`config.mk`:
```
export PLATFORM = sky130hd
export DESIGN_NAME = axi_rd_arbiter
export DESIGN_NICKNAME = d
export VERILOG_FILES = /design/src/rtl/defs_pkg.sv /design/src/rtl/axi_rd_arbiter_rr_arb2.sv /design/src/rtl/axi_rd_arbiter.sv
export SDC_FILE = /design/constraint.sdc
export NUM_CORES = 1
export LEC_CHECK = 0
export ABC_CLOCK_PERIOD_IN_PS = 1650
export BUFFER_PORTS_ARGS = -buffer_cell sky130_fd_sc_hd__buf_2
export CORE_AREA = 2 2 118 120
export DETAILED_ROUTE_END_ITERATION = 10
export DIE_AREA = 0 0 120 122
export GPL_ROUTABILITY_DRIVEN = 0
export MAX_ROUTING_LAYER = met4
export PLACE_DENSITY_LB_ADDON = 0.3
export SETUP_SLACK_MARGIN = 0.02
export SYNTH_ARGS = -nofsm -noshare
export SYNTH_HDL_FRONTEND = slang
export SYNTH_SLANG_ARGS = --single-unit
```
`constraint.sdc`:
```
create_clock -name clk -period 1.65 [get_ports clk]
set_clock_uncertainty 0.05 [all_clocks]
set_input_delay 0.33 -clock clk [delete_from_list [all_inputs] [get_ports clk]]
set_output_delay 0.33 -clock clk [all_outputs]
set_load 0.1 [all_outputs]
```
`src/rtl/defs_pkg.sv`:
```
// Shared AXI definitions and the read-arbiter state encoding.
package defs_pkg;
  localparam int AxiIdWidth = 4;

  typedef enum logic [1:0] {
    BURST_FIXED = 2'b00,
    BURST_INCR  = 2'b01,
    BURST_WRAP  = 2'b10
  } axi_burst_t;

  typedef enum logic [1:0] {
    IDLE = 2'b00,
    ADDR = 2'b01,
    DATA = 2'b10
  } arb_state_t;
endpackage

```
`src/rtl/axi_rd_arbiter_rr_arb2.sv`:
```
// Two-way round-robin picker; the pointer names the requester favoured on a tie.
module rr_arb2 (
  input  logic       clk,
  input  logic       rst_n,
  input  logic [1:0] req,
  input  logic       update,
  input  logic       owner,
  output logic [1:0] gnt
);
  logic ptr_reg;

  // After a burst, favour whichever requester did not own it.
  always_ff @(posedge clk or negedge rst_n) begin
    if (!rst_n) begin
      ptr_reg <= 1'b0;
    end else if (update) begin
      ptr_reg <= ~owner;
    end
  end

  always_comb begin
    gnt = req;
    if (req == 2'b11) begin
      gnt = ptr_reg ? 2'b10 : 2'b01;
    end
  end
endmodule

```
`src/rtl/axi_rd_arbiter.sv`:
```
// Two-requester AXI4 read arbiter: one burst at a time, R beats steered to the owner,
// flushed bursts drained downstream, burst-length violations flagged.
module axi_rd_arbiter
  import defs_pkg::*;
#(
  parameter int AddrWidth = 32,
  parameter int DataWidth = 64,
  parameter int IdWidth   = AxiIdWidth
) (
  input  logic                          clk,
  input  logic                          rst_n,
  input  logic [1:0]                    m_arvalid,
  output logic [1:0]                    m_arready,
  input  logic [1:0][AddrWidth-1:0]     m_araddr,
  input  logic [1:0][7:0]               m_arlen,
  input  logic [1:0][2:0]               m_arsize,
  input  logic [1:0][1:0]               m_arburst,
  input  logic [1:0][IdWidth-1:0]       m_arid,
  input  logic [1:0]                    m_flush,
  output logic [1:0]                    m_rvalid,
  input  logic [1:0]                    m_rready,
  output logic [DataWidth-1:0]          m_rdata,
  output logic [1:0]                    m_rresp,
  output logic                          m_rlast,
  output logic [IdWidth-1:0]            m_rid,
  output logic                          s_arvalid,
  input  logic                          s_arready,
  output logic [AddrWidth-1:0]          s_araddr,
  output logic [7:0]                    s_arlen,
  output logic [2:0]                    s_arsize,
  output logic [1:0]                    s_arburst,
  output logic [IdWidth-1:0]            s_arid,
  input  logic                          s_rvalid,
  output logic                          s_rready,
  input  logic [DataWidth-1:0]          s_rdata,
  input  logic [1:0]                    s_rresp,
  input  logic                          s_rlast,
  input  logic [IdWidth-1:0]            s_rid,
  output logic                          gnt_id,
  output logic                          busy,
  output logic                          len_err
);
  arb_state_t           state_reg, state_next;
  logic                 gnt_id_reg;
  logic [AddrWidth-1:0] addr_reg;
  logic [7:0]           len_reg;
  logic [2:0]           size_reg;
  logic [1:0]           burst_reg;
  logic [IdWidth-1:0]   id_reg;
  logic [8:0]           beat_cnt_reg;
  logic                 drain_reg;

  logic [1:0] gnt;
  logic       winner;
  logic       grant_fire;
  logic       drain_now;
  logic       r_fire;
  logic       burst_end;

  assign winner     = gnt[1];
  assign grant_fire = (state_reg == IDLE) && (|m_arvalid);
  // A flush arriving with a beat suppresses that beat too, not just later ones.
  assign drain_now  = drain_reg | m_flush[gnt_id_reg];
  assign burst_end  = r_fire & s_rlast;

  rr_arb2 u_rr (
    .clk    (clk),
    .rst_n  (rst_n),
    .req    (m_arvalid),
    .update (burst_end),
    .owner  (gnt_id_reg),
    .gnt    (gnt)
  );

  always_ff @(posedge clk or negedge rst_n) begin
    if (!rst_n) begin
      state_reg <= IDLE;
    end else begin
      state_reg <= state_next;
    end
  end

  always_comb begin
    state_next = state_reg;
    m_arready  = 2'b00;
    s_arvalid  = 1'b0;
    s_rready   = 1'b0;
    m_rvalid   = 2'b00;
    r_fire     = 1'b0;
    len_err    = 1'b0;
    case (state_reg)
      IDLE: begin
        m_arready = gnt;
        if (|m_arvalid) state_next = ADDR;
      end
      ADDR: begin
        s_arvalid = 1'b1;
        if (s_arready) state_next = DATA;
      end
      DATA: begin
        s_rready             = drain_now | m_rready[gnt_id_reg];
        m_rvalid[gnt_id_reg] = s_rvalid & ~drain_now;
        r_fire               = s_rvalid & s_rready;
        len_err = r_fire & ((s_rlast & (beat_cnt_reg != {1'b0, len_reg})) |
                            (~s_rlast & (beat_cnt_reg == {1'b0, len_reg})));
        if (r_fire && s_rlast) state_next = IDLE;
      end
      default: state_next = IDLE;
    endcase
  end

  always_ff @(posedge clk or negedge rst_n) begin
    if (!rst_n) begin
      gnt_id_reg   <= 1'b0;
      addr_reg     <= '0;
      len_reg      <= '0;
      size_reg     <= '0;
      burst_reg    <= '0;
      id_reg       <= '0;
      beat_cnt_reg <= '0;
      drain_reg    <= 1'b0;
    end else if (grant_fire) begin
      gnt_id_reg   <= winner;
      addr_reg     <= m_araddr[winner];
      len_reg      <= m_arlen[winner];
      size_reg     <= m_arsize[winner];
      burst_reg    <= m_arburst[winner];
      id_reg       <= m_arid[winner];
      beat_cnt_reg <= '0;
      drain_reg    <= m_flush[winner];
    end else if (state_reg != IDLE) begin
      if (m_flush[gnt_id_reg]) drain_reg <= 1'b1;
      if (r_fire) beat_cnt_reg <= beat_cnt_reg + 9'd1;
    end
  end

  assign s_araddr  = addr_reg;
  assign s_arlen   = len_reg;
  assign s_arsize  = size_reg;
  assign s_arburst = burst_reg;
  assign s_arid    = id_reg;
  assign m_rdata   = s_rdata;
  assign m_rresp   = s_rresp;
  assign m_rlast   = s_rlast;
  assign m_rid     = s_rid;
  assign gnt_id    = gnt_id_reg;
  assign busy      = (state_reg != IDLE);
endmodule

```
* After elaboration in Yosys (flattened, before gate mapping) *
Cells that the tools add are included.

cells by class
  add/subtract/negate cells = 1
  magnitude comparators = 3
  equality and inequality tests = 8
  mux-type cells = 36
  bitwise gates (word level) = 13
  reductions and logical operators = 12

operators with widths
  kind                 number
  $mux 32              2
  $mux 9               3
  $mux 2               9
  $mux 8               2
  $mux 1               14
  $add 9x1->9 const B  1
  $eq 9x8->1           1
  $ne 9x8->1           1
  $mux 4               2
  $reduce_bool 2->1    4
  $and 1x1->1          6
  $mux 3               2
  $pmux 2 s3           1
  $eq 2x2->1 const B   2
  $lt 1x2->1 const B   2
  $ne 2x2->1 const B   2
  $reduce_and 2->1     2
  $logic_and 1x1->1    3
  $not 1->1            3
  $or 1x1->1           3
  $reduce_and 3->1     1
  $and 2x2->2          1
  $eq 2x1->1 const B   1
  $logic_not 2->1      1
  other kinds (4)      4

word-level totals
  bits in registers = 63
  input port bits = 179
  output and inout port bits = 129
  word-level logic and storage cells = 83

* Longest topological paths before layout *
  depth after elaboration = 9
  depth in mapped cells = 6
  gate-level depth less buffers = 4

* Modules after synthesis *
Synthesis repeated with hierarchy kept, for this count alone.

unflattened totals
  cells, all modules = 386
  area, all modules = 3684.8 um^2

modules (own cells, without submodules)
  module          times used  cells each  area each (um^2)  sequential area each (um^2)
  axi_rd_arbiter  1           381         3631.0            1551.5
  rr_arb2         1           5           53.8              25.0

* Least setup slack after synthesis *
Ideal clock, no wire load.

  path kind = register to output
  start point = register gnt_id_reg (netlist: gnt_id)
  end point = output m_rvalid[1]
  arrival time = 4.163 ns
  required time = 1.270 ns
  setup slack = -2.893 ns
  cell stages (with the launch flop) = 2
  path buffers = 0
  cell sequence = dfrtp_1 > nor4b_1

between the ends
  longest elaborated chain between the ends = 7
  elaborated cells between the ends (all ways) = 12
  those cells by class = order compare: 2; mux: 5; bitwise: 4; reduce/logical: 1

RTL lines
  item                                                RTL line               text
  start, declared                                     axi_rd_arbiter.sv:44   logic gnt_id_reg;
  start signal, assigned                              axi_rd_arbiter.sv:123  gnt_id_reg <= winner;
  branches (longest 5 deep; another with $lt 1x2->1)  n/a
  $and 2x2->2 (no line) (*)                           n/a
  $mux 2 (*)                                          axi_rd_arbiter.sv:91   case (state_reg)
  end, declared                                       axi_rd_arbiter.sv:20   output logic [1:0] m_rvalid,

Mark *: on every way between the ends. The select of a mux whose other input is x is not followed.

* Worst setup path in the final report *
  start point = register gnt_id_reg (netlist: gnt_id)
  end point = output len_err

between the ends
  longest elaborated chain between the ends = 7
  elaborated cells between the ends (all ways) = 9
  those cells by class = mux: 5; bitwise: 4

RTL lines
  item                                       RTL line               text
  $mux 1 (implied by the code) (2 in a row)  axi_rd_arbiter.sv:63   assign drain_now = drain_reg | m_flush[gnt_id_reg];
  $or 1x1->1                                 axi_rd_arbiter.sv:63
  $or 1x1->1 (*)                             axi_rd_arbiter.sv:101  s_rready = drain_now | m_rready[gnt_id_reg];
  $and 1x1->1 (*)                            axi_rd_arbiter.sv:103  r_fire = s_rvalid & s_rready;
  $and 1x1->1 (*)                            axi_rd_arbiter.sv:104  len_err = r_fire & ((s_rlast & (beat_cnt_reg != {1'b0, len_reg})) |
  $mux 1 (*)                                 axi_rd_arbiter.sv:91
  end, declared                              axi_rd_arbiter.sv:41   output logic len_err

Every way passes the cells marked *; elsewhere a longest branch is shown, timed or not. The select of a mux whose other input is x is not followed.

==> reports/results.tsv <==
stage	metric	value	unit
route	Vias per Instance	4.40	
yosys	fraction of registers with async set/reset	100	%
yosys	cell count after synthesis	382	
die	io pins	308	
timing	final worst-path setup slack	-0.633	ns
clocking	H-tree levels	3	
power_and_ir_drop	peak supply drop	1690	µV
layout	most common cell after layout, fill and taps aside	buf_2	
clocking	Root Buffer	clkbuf_16	
yosys	Synth Cell Area	0.00365	mm²
critical_path	critical path fanouts, max	3	
clocking	CTS tree	built	
critical_path	CP cell instances	nor3b_4, o21ba_4, or3_4, mux2i_4, buf_12	
timing	Final min period	2.28	ns
clocking	clock sinks	63	
clocking	Clock Pin Slew Worst Setup and Hold Paths	0.06	ns
global_route	pin count of the biggest net entering global routing	64	
yosys	area share of the largest cell type after synthesis	43.2	%
route	number of detailed-route iterations in the first pass	4	
timing	RSZ-0062 raised after global routing	yes	
outcome	failing checks	negative setup slack	
die	Die Width	120	µm
yosys	Netlist cell types	38	
yosys	largest cells by area after synthesis	dfrtp_1 (43%), mux2i_1 (15%), buf_4 (15%)	
yosys	syn_nets	562	
global_route	overall routing resource usage	13.8	%
yosys	sequential element share of the synthesized area	43.2	%
route	WL final	9.66	mm
route	WL per Instance	13.5	µm
global_route	Remaining Overflow, GRT	0	
clocking	Clk Latency, worst-skew pair	0.33	ns
die	die height	122	µm
critical_path	worst stage delay on the critical path	0.49	ns
yosys	synthesized area per cell	9.55	µm²
critical_path	Crit. End Element	output port	
power_and_ir_drop	PwrDens	2480	mW/mm²
die	Initial Util	27.0	%
timing	worst-case hold slack	0.178	ns
timing	Max Freq	438	MHz
critical_path	crit path launch type	flip-flop	
run	total of max-cap violations	0	
layout	layout cells sized above 1	53.2	%
route	via count	3144	
outcome	status	complete, but fails checks	
layout	most frequent cells in the layout	buf_2 (149), mux2i_1 (54), o21ai_0 (53), dfrtp_1 (53), nand2_1 (52)	
timing	slew margin rel.	66.8	%
hold_path	Tightest Hold Check Type	in -> reg	
route	drt drc	0	
layout	Post-Layout Cell Count	715	
layout	fin nets	709	
place	HPWL after DPL	7.46	mm
place	PortBufs	167	
timing	Worst Tran Pin Value	0.501	ns
layout	area grow syn2layout	48.4	%
critical_path	Arr. time, crit path	1.90	ns
route	Final ANT Viol Nets	0	
timing	# setup viols final	10	
die	row count	43	
critical_path	CP Class	reg -> out	
power_and_ir_drop	overall power	13.4	mW
timing	final hold violation count	0	
die	CORE AREA	0.0135	mm²
clocking	Max Root-Sink Buffers	2	
yosys	Main synth FF type	dfrtp_1	
global_route	vias in the first global route	3091	
clocking	Num CTS Buffers	9	
timing	Tcrit/Tclk final	138	%
critical_path	slowest CP cell	dfrtp_4	
timing	Final Max Tran Viols	0	
route	Initial DRC Count	60	
power_and_ir_drop	Pleak	2.73	nW
yosys	number of synthesized flops with an enable pin	0	
layout	Largest register FFs	32	
critical_path	FF-to-FF setup slack	-0.09	ns
yosys	Yosys warnings	0	
global_route	first-pass GRT wire length	15.3	mm
layout	fillers	1338	
critical_path	CP Data Required Time	1.27	ns
place	Inst Count DP	689	
yosys	Yosys top cell by area	dfrtp_1	
yosys	synthesis-stage register bit count	63	
global_route	initial antenna violation count	1	
die	die footprint	0.0146	mm²
per-stage QoR:
stage | setup TNS (ns) | setup slack (ns) | area, µm² | util (%)
after floorplan | -3.87 | -0.851 | 3800 | -
after global placement | -0.597 | -0.339 | 4870 | 36.1
after detailed placement | -0.727 | -0.308 | 4870 | 36.1
after CTS | -2.63 | -0.651 | 5320 | 39.4
after global routing | -3.26 | -0.705 | 5410 | 40.1
final | -2.44 | -0.633 | 5410 | 40.1
synthesized netlist by cell type, drive strengths merged, types with 2 or more instances:
cell type and count:
buf 79, mux2i 55, nor4 2, o31ai 3, nor2 4, clkbuf 11, or4 3, xnor2 7
or3 3, dfrtp 63, o21ai 55, nor3 3, a21oi 8, inv 4, nand2 53, nand3 8
nand4 3
cell families (layout without fill, tap and decap cells):
family	count (synthesis)	count (layout)	synth area share (%)
buf+inv	94	246	17.3
simple gates	88	88	11.2
compound gates	73	73	10.9
flops	63	63	43.2
mux	55	55	15.1
xor+xnor	8	8	1.92
fa+ha+maj	1	1	0.343
other cells	0	1	0
critical path, delay by kind of cell, from the launching register on:
family,cells,cell delay (ns)
compound gates,1,0.20
buf+inv,1,0.20
simple gates,2,0.50
mux,1,0.18
flops,1,0.49
area by class of cell:
type	instances	area (µm²)	area share, %
multi-input combinational	225	1680	31.0
timing repair buffer	226	1590	29.4
clock buffer	12	246	4.55
clock inverter	4	45.0	0.832
inverter	4	20.0	0.370
antenna	1	2.50	0.0462
sequential	63	1610	29.7
tap	180	225	4.16
per-layer routing:
layer | GRT usage, % | vias to the layer above | wire, µm
li1 | - | 1543 | -
met1 | 15.9 | 1449 | 3860
met2 | 21.4 | 123 | 4760
met3 | 5.34 | 29 | 795
met4 | 6.40 | 0 | 246
met5 | - | - | 0
power by group:
group	internal, mW	total [mW]	switching (mW)
clock network	1.20	1.86	0.661
logic	2.26	8.89	6.63
registers	2.28	2.67	0.391
path summary, 6_finish.rpt:
kind | depth (start not counted) | endpoint | from
setup / recovery | 5 | len_err | gnt_id
setup reg to reg | 5 | beat_cnt_reg[8] | gnt_id
max in group asynchronous | 3 | s_arlen[2] | rst_n
hold reg to reg | 2 | s_araddr[29] | s_araddr[29]
min in group asynchronous | 3 | beat_cnt_reg[8] | rst_n
hold / removal | 2 | state_reg[0] | s_arready
repair_timing:
item | CTS | global route
pin swaps | 8 | 12
resized for setup | 32 | 16
hold endpoints to repair | 63 | 0
buffers inserted | 3 | 6
setup endpoints to repair | 19 | 17
hold buffers | 1 | 0
Note: power is estimated with default switching activity, not from simulation.
